**config.mk**
```make
export PLATFORM = sky130hd
export DESIGN_NAME = debug_view
export DESIGN_NICKNAME = d
export VERILOG_FILES = /design/src/rtl/debug_view.sv
export SDC_FILE = /design/constraint.sdc
export NUM_CORES = 1
export LEC_CHECK = 0
export CAP_MARGIN = 25
export CORE_UTILIZATION = 50
export CTS_BUF_LIST = sky130_fd_sc_hd__clkbuf_4
export DETAILED_ROUTE_END_ITERATION = 7
export PLACE_DENSITY = 0.84
export SYNTH_ARGS = -nofsm -noshare
export SYNTH_HDL_FRONTEND = slang
export SYNTH_SLANG_ARGS = --single-unit
```
**constraint.sdc**
```tcl
create_clock -name clk -period 3.08 [get_ports clk]
set_input_delay 0.616 -clock clk [delete_from_list [all_inputs] [get_ports clk]]
set_output_delay 0.616 -clock clk [all_outputs]
set_load 0.03 [all_outputs]
```
**src/rtl/debug_view.sv**
```systemverilog
// Debug probe viewer: one probe channel, selected by a debounced page button,
// is periodically snapshotted and shown as hex digits on seven-segment drives.
module debug_view #(
  parameter int NCH        = 4,
  parameter int DW         = 32,
  parameter int SAMPLE_DIV = 1250000,
  parameter int DEB_CYCLES = 65536,
  localparam int NDIG      = DW / 4,
  localparam int PW        = (NCH > 1) ? $clog2(NCH) : 1
) (
  input  logic                clk,
  input  logic                rst,
  input  logic [NCH*DW-1:0]   probe,
  input  logic                page_btn,
  input  logic                freeze,
  output logic [7*NDIG-1:0]   led,
  output logic [PW-1:0]       page,
  output logic                changed
);

  localparam int SCW = (SAMPLE_DIV > 2) ? $clog2(SAMPLE_DIV) : 1;
  localparam int DCW = $clog2(DEB_CYCLES + 1);

  logic           sync1, sync2;
  logic           deb_level;
  logic [DCW-1:0] deb_cnt;
  logic [1:0]     warm;
  logic           armed;
  logic           step;
  logic           force_snap;
  logic [SCW-1:0] samp_cnt;
  logic [DW-1:0]  snap;
  logic [DW-1:0]  sel;
  logic [PW-1:0]  next_page;
  logic           tc;
  logic           accept;

  assign sel       = probe[int'(page)*DW +: DW];
  assign tc        = (samp_cnt == SCW'(SAMPLE_DIV - 1));
  assign accept    = (sync2 != deb_level) && (deb_cnt == DCW'(DEB_CYCLES - 1));
  assign next_page = (page == PW'(NCH - 1)) ? '0 : page + 1'b1;

  // Stepping is armed only once the synchronised button has been seen
  // released after reset, so a press held through reset never steps.
  always_ff @(posedge clk or negedge rst) begin
    if (!rst) begin
      sync1      <= 1'b0;
      sync2      <= 1'b0;
      deb_level  <= 1'b0;
      deb_cnt    <= '0;
      warm       <= '0;
      armed      <= 1'b0;
      step       <= 1'b0;
      force_snap <= 1'b0;
      samp_cnt   <= '0;
      page       <= '0;
      snap       <= '0;
      changed    <= 1'b0;
    end else begin
      sync1 <= page_btn;
      sync2 <= sync1;
      warm  <= {warm[0], 1'b1};

      if (sync2 == deb_level) begin
        deb_cnt <= '0;
      end else if (accept) begin
        deb_cnt   <= '0;
        deb_level <= sync2;
      end else begin
        deb_cnt <= deb_cnt + 1'b1;
      end

      if (warm[1] && !sync2 && !deb_level) armed <= 1'b1;
      step       <= accept && sync2 && armed;
      force_snap <= step;

      if (step) begin
        samp_cnt <= '0;
        page     <= next_page;
      end else if (tc) begin
        samp_cnt <= '0;
      end else begin
        samp_cnt <= samp_cnt + 1'b1;
      end

      // A terminal count in the step cycle is dropped; the forced load
      // one cycle later is the only snapshot and reads the new channel.
      if (force_snap) begin
        snap    <= sel;
        changed <= 1'b0;
      end else if (tc && !step && !freeze) begin
        snap    <= sel;
        changed <= (sel != snap);
      end
    end
  end

  function automatic logic [6:0] seg7(input logic [3:0] n);
    case (n)
      4'h0: seg7 = 7'h3F;
      4'h1: seg7 = 7'h06;
      4'h2: seg7 = 7'h5B;
      4'h3: seg7 = 7'h4F;
      4'h4: seg7 = 7'h66;
      4'h5: seg7 = 7'h6D;
      4'h6: seg7 = 7'h7D;
      4'h7: seg7 = 7'h07;
      4'h8: seg7 = 7'h7F;
      4'h9: seg7 = 7'h6F;
      4'hA: seg7 = 7'h77;
      4'hB: seg7 = 7'h7C;
      4'hC: seg7 = 7'h39;
      4'hD: seg7 = 7'h5E;
      4'hE: seg7 = 7'h79;
      default: seg7 = 7'h71;
    endcase
  endfunction

  for (genvar i = 0; i < NDIG; i++) begin : g_dig
    assign led[7*i +: 7] = seg7(snap[4*i +: 4]);
  end

endmodule
```
# ---- After elaboration in Yosys (flattened, before gate mapping)
# Memory sizes are Yosys's and may differ from the RTL's.
# Cells that the tools add are included.
dict set report totals {
  mem_count 8
  register_bits 81
  romBits 896
  mem_bits_rw 0
  in_bits 132
  latchBits 0
  word_cells 53
  out_inout_bits 59
}
dict set report op_classes {
  n_mul 0
  shifts 1
  addsub 3
  n_lt_le_gt_ge 0
  mux 9
  reduce_logical 13
  n_div 0
  n_eq_ne 6
  n_bitwise 1
}
# memory depth width read_ports rd_ports_with_merged_regs wr line_no
set mem_list {}
lappend mem_list {{(no name shown)} 16 7 1 0 0 99} ;# case (n)
lappend mem_list {{(no name shown)} 16 7 1 0 0 99}
lappend mem_list {{(no name shown)} 16 7 1 0 0 99}
lappend mem_list {{(no name shown)} 16 7 1 0 0 99}
lappend mem_list {{(no name shown)} 16 7 1 0 0 99}
lappend mem_list {{(no name shown)} 16 7 1 0 0 99}
lappend mem_list {{2 more memories} - - - - - -}
# cell n
set ops {}
lappend ops {{$shiftx A128 B8 Y32} 1}
lappend ops {{$mux W32} 2}
lappend ops {{$mux W21} 2}
lappend ops {{$mux W17} 2}
lappend ops {{$ne A32 B32 Y1} 1}
lappend ops {{$add A21 B1 Y21 const B} 1}
lappend ops {{$eq A21 B21 Y1 const B} 1}
lappend ops {{$add A17 B1 Y17 const B} 1}
lappend ops {{$eq A17 B16 Y1 const B} 1}
lappend ops {{$logic_and A1 B1 Y1} 7}
lappend ops {{$logic_not A1 Y1} 4}
lappend ops {{$add A2 B1 Y2 const B} 1}
lappend ops {{$eq A2 B2 Y1 const B} 1}
lappend ops {{$mux W1} 2}
lappend ops {{$mux W2} 1}
lappend ops {{$reduce_and A2 Y1} 1}
lappend ops {{$reduce_bool A2 Y1} 1}
lappend ops {{$eq A1 B1 Y1} 1}
lappend ops {{$ne A1 B1 Y1} 1}
lappend ops {{$not A1 Y1} 1}

# ---- Depth between registers and ports, before layout
dict set report depth {
  depth_word 5
  mapped_depth 9
}

# ---- Worst setup path before layout
# OpenSTA, ideal clock, no wires.
dict set report synth_path {
  kind {register to register}
  startpoint {register page[0]}
  endpoint {register changed}
  path_stages_with_launch 9
  n_path_buf 2
  t_required_ps 2948
  setup_ps 132
  slack_ps 735
  t_arrival_ps 2212
  cell_sequence {dfrtp_1 buf_6 buf_12 mux4_1 xnor2_1 nor4_1 nand2_1 nor4_1 a211oi_1}
}
dict set report synth_via {
  elab_chain_cells 4
}
# item line_no
set synth_rtl {}
lappend synth_rtl {{start, declared} 17} ;# output logic [PW-1:0] page,
lappend synth_rtl {{start signal, assigned} 79} ;# page <= next_page;
lappend synth_rtl {{$shiftx A128 B8 Y32} 38} ;# assign sel = probe[int'(page)*DW +: DW];
lappend synth_rtl {{$ne A32 B32 Y1} 93} ;# changed <= (sel != snap);
lappend synth_rtl {{$mux W1} 91} ;# end else if (tc && !step && !freeze) begin
lappend synth_rtl {{$mux W1} 88} ;# if (force_snap) begin
lappend synth_rtl {{end signal, assigned} 93}
lappend synth_rtl {{end, declared} 18} ;# output logic changed
# No other way between the ends. The select of a mux whose other input is x is not followed.
# A chain may end at the register's enable or synchronous reset.

# ---- Worst setup path after layout
dict set report layout_path {
  startpoint {register snap[9]}
  endpoint {output port led[19]}
}
dict set report layout_via {
  elab_chain_cells 1
}
# item line_no
set layout_rtl {}
lappend layout_rtl {{start, declared} 32} ;# logic [DW-1:0] snap;
lappend layout_rtl {{start signal, assigned} 89} ;# snap <= sel;
lappend layout_rtl {{start signal, assigned} 92} ;# snap <= sel;
lappend layout_rtl {{$mem_v2 Z16 W7} -}
lappend layout_rtl {{end, declared} 16} ;# output logic [7*NDIG-1:0] led,
# No other way between the ends.

==> impl_metrics.json <==
{
  "end_kind": "output port",
  "p_leak_nw": 3.81,
  "dpl.hpwl_mm": 13.9,
  "slowest_delay_ps": 690,
  "reg2regPathDepth": 7,
  "path_cells": "inv_1 -> ha_1 -> nand2_1 -> o21ai_0 -> a21oi_1 -> clkdlybuf4s50_1",
  "core-area_um2": 12600,
  "crit_family": "buffers and inverters",
  "worst_pin_slew_ps": 575,
  "fin_crit_sh_pct": 96.0,
  "outcome": "finished clean",
  "p_per_area_nw_per_um2": 230,
  "place_area_um2": 8500,
  "viasPerCell": 5.59,
  "die_area_um2": 13400,
  "synth_edf_count": 0,
  "synthArstFlopShare_pct": 100,
  "finalCriticalPeriod_ps": 2960,
  "multi_input_area_um2": 4110,
  "cap_viol_max_count": 0,
  "grt_max_degree": 45,
  "hold_path.class": "input port to async pin",
  "slowest_stage": "clkdlybuf4s50_1",
  "fillers": 975,
  "num_antenna_cells": 0,
  "syn_area_per_cell_um2": 9.73,
  "report.final.slew_viol_count": 0,
  "regArea_um2": 2030,
  "reg2reg_slack_ps": 670,
  "final_common_cell": "clkdlybuf4s50_1",
  "reg2reg_from": "deb_cnt[0]$_DFF_PN0_",
  "synthCells": 665,
  "fin_nets": 1030,
  "path_buf_inv": 2,
  "synthToLayoutAreaGrowth_pct": 33.8,
  "grt_pass1_vias": 5625,
  "cp.required_ps": 2460,
  "ir_worst_vdd_uv": 210,
  "die_y_um": 116,
  "vias": 5684,
  "grt_pass1_wl_mm": 27.1,
  "timing.rr.end": "deb_cnt[15]$_DFF_PN0_",
  "clk_latency_ps": 440,
  "initial_core_util_pct": 51.3,
  "place_congestion": 0.950,
  "h-tree-depth": 3,
  "synth_flop_cell": "dfrtp_1",
  "fin_setup_tns_ps": 0,
  "cp_max_fo": 6,
  "antenna_found_initial": 0,
  "routed_wirelength_mm": 17.4,
  "max-slew-margin-rel_pct": 61.7,
  "max-clock-path-buffers": 2,
  "fmax_mhz": 338,
  "netlist.area_leader.share_pct": 31.3,
  "yosysTopAreaCell": "dfrtp_1",
  "drc": 0,
  "cts_root_buffer": "clkbuf_4",
  "die_x_um": 116,
  "rsz0062_at_grt": "false",
  "skew_ps": 20.9,
  "numPortBuffers": 190,
  "grt-ovfl-total": 0,
  "synth_area_um2": 6470,
  "cp.arrival_ps": 2340,
  "ant_nets": 0,
  "fin_area_um2": 8660,
  "cts_tree": "built",
  "grt.total_usage_pct": 26.0,
  "cts_buffers": 9,
  "synth.net_count": 856,
  "drive_gt1_share_pct": 9.00,
  "ys_seq_area_share_pct": 31.3,
  "cp-start-kind": "flop",
  "ys_warn_count": 0,
  "yosysUniqueCellTypes": 46,
  "final-hold-violation-count": 0,
  "dr.first_iter.drc_count": 385,
  "avgRoutedWirePerCell_um": 17.2,
  "yosys-top-cells-area": "dfrtp_1 (31%), ha_1 (11%), mux4_2 (10%)",
  "clk_pin_slew_worst_paths_ps": 150,
  "num_rows": 41,
  "clock-sinks": 81,
  "synth_seq_cells": 81,
  "pin_count": 191,
  "final_cell_mix": "clkdlybuf4s50_1 (159), dfrtp_1 (79), nor2_1 (73), ha_1 (59), nand2_1 (50)",
  "dr.pass1.iters": 5,
  "setup.worst_path.class": "flop to output port",
  "setup_viol": 0
}
kinds of logic (layout without fill, tap and decap cells):
group	after synthesis	after routing	share of synthesized area (%)
AOI/OAI and AO/OA	114	114	10.7
muxes	62	62	17.8
adders and majority gates	59	59	11.4
buffers and inverters	80	259	5.26
DFF	81	81	31.3
xor gates and xnor gates	64	64	8.66
and+or+nand+nor	204	204	14.9
other	1	1	0.0579
where the power goes:
group          total [W]  switching [W]  internal [W]
Sequential       0.00107     0.00000386       0.00107
Clock           0.000644       0.000384      0.000260
Combinational   0.000276      0.0000862      0.000190
Total            0.00199       0.000474       0.00152
metrics by stage:
step                      std cells  utilization [%]  hold slack (ps)  setup WS (ps)  total power (W)
after floorplan                 665                -              320            735          0.00116
after global routing           1016             68.6              182           9.39          0.00207
after global placement         1000             67.3              331            355          0.00136
final                          1016             68.6              160            125          0.00199
after detailed placement       1000             67.3              336            345          0.00137
after CTS                      1016             68.3              159           36.1          0.00201
routing by layer:
layer | wire length [µm] | vias up | global-route usage, %
met5 | 0 | - | 0
met3 | 1040 | 25 | 4.60
met4 | 237 | 0 | 6.32
met2 | 9220 | 204 | 49.0
li1 | - | 2678 | -
met1 | 6950 | 2777 | 30.3
registers in the layout (all words and copies together), names as in the netlist:
name and flops:
warm 2, changed 1, sync1 1, force_snap 1, step 1, armed 1, samp_cnt 21, snap 32
deb_level 1, sync2 1, deb_cnt 17, page 2
repair_timing:
action	CTS	global route
gates resized for setup	13	17
gates cloned	0	0
buffers inserted	0	0
setup endpoints to repair	13	17
hold buffers	0	0
cells in the mapped netlist, types with 14 or more instances:
master / instances
dfrtp_1: 81
mux2_2: 16
xor2_1: 23
nand2_1: 50
a21oi_1: 33
mux4_2: 29
nor2_1: 73
ha_1: 59
o21ai_0: 39
a22oi_1: 14
clkbuf_1: 23
nor2b_1: 14
xnor2_1: 41
inv_1: 44
worst max path at each step:
stage,slack [ps],cells after the start,from,to
floorplan,740,8,page[0]$_DFFE_PN0P_,changed$_DFFE_PN0P_
global placement,360,7,probe[48],changed$_DFFE_PN0P_
detailed placement,350,6,snap[24]$_DFFE_PN0P_,led[45]
CTS,40,5,snap[5]$_DFFE_PN0P_,led[12]
global route,9,6,snap[25]$_DFFE_PN0P_,led[45]
finish,120,6,snap[9]$_DFFE_PN0P_,led[19]
cell type report:
type | instances | share of cell area, %
flip-flops and latches | 81 | 23.4
multi-input cells | 504 | 47.4
inverters | 44 | 1.91
repair buffers | 199 | 23.2
well taps | 172 | 2.48
clock buffers | 10 | 0.867
clock inverters | 6 | 0.765
No activity file was read; power rests on OpenSTA's default activity.
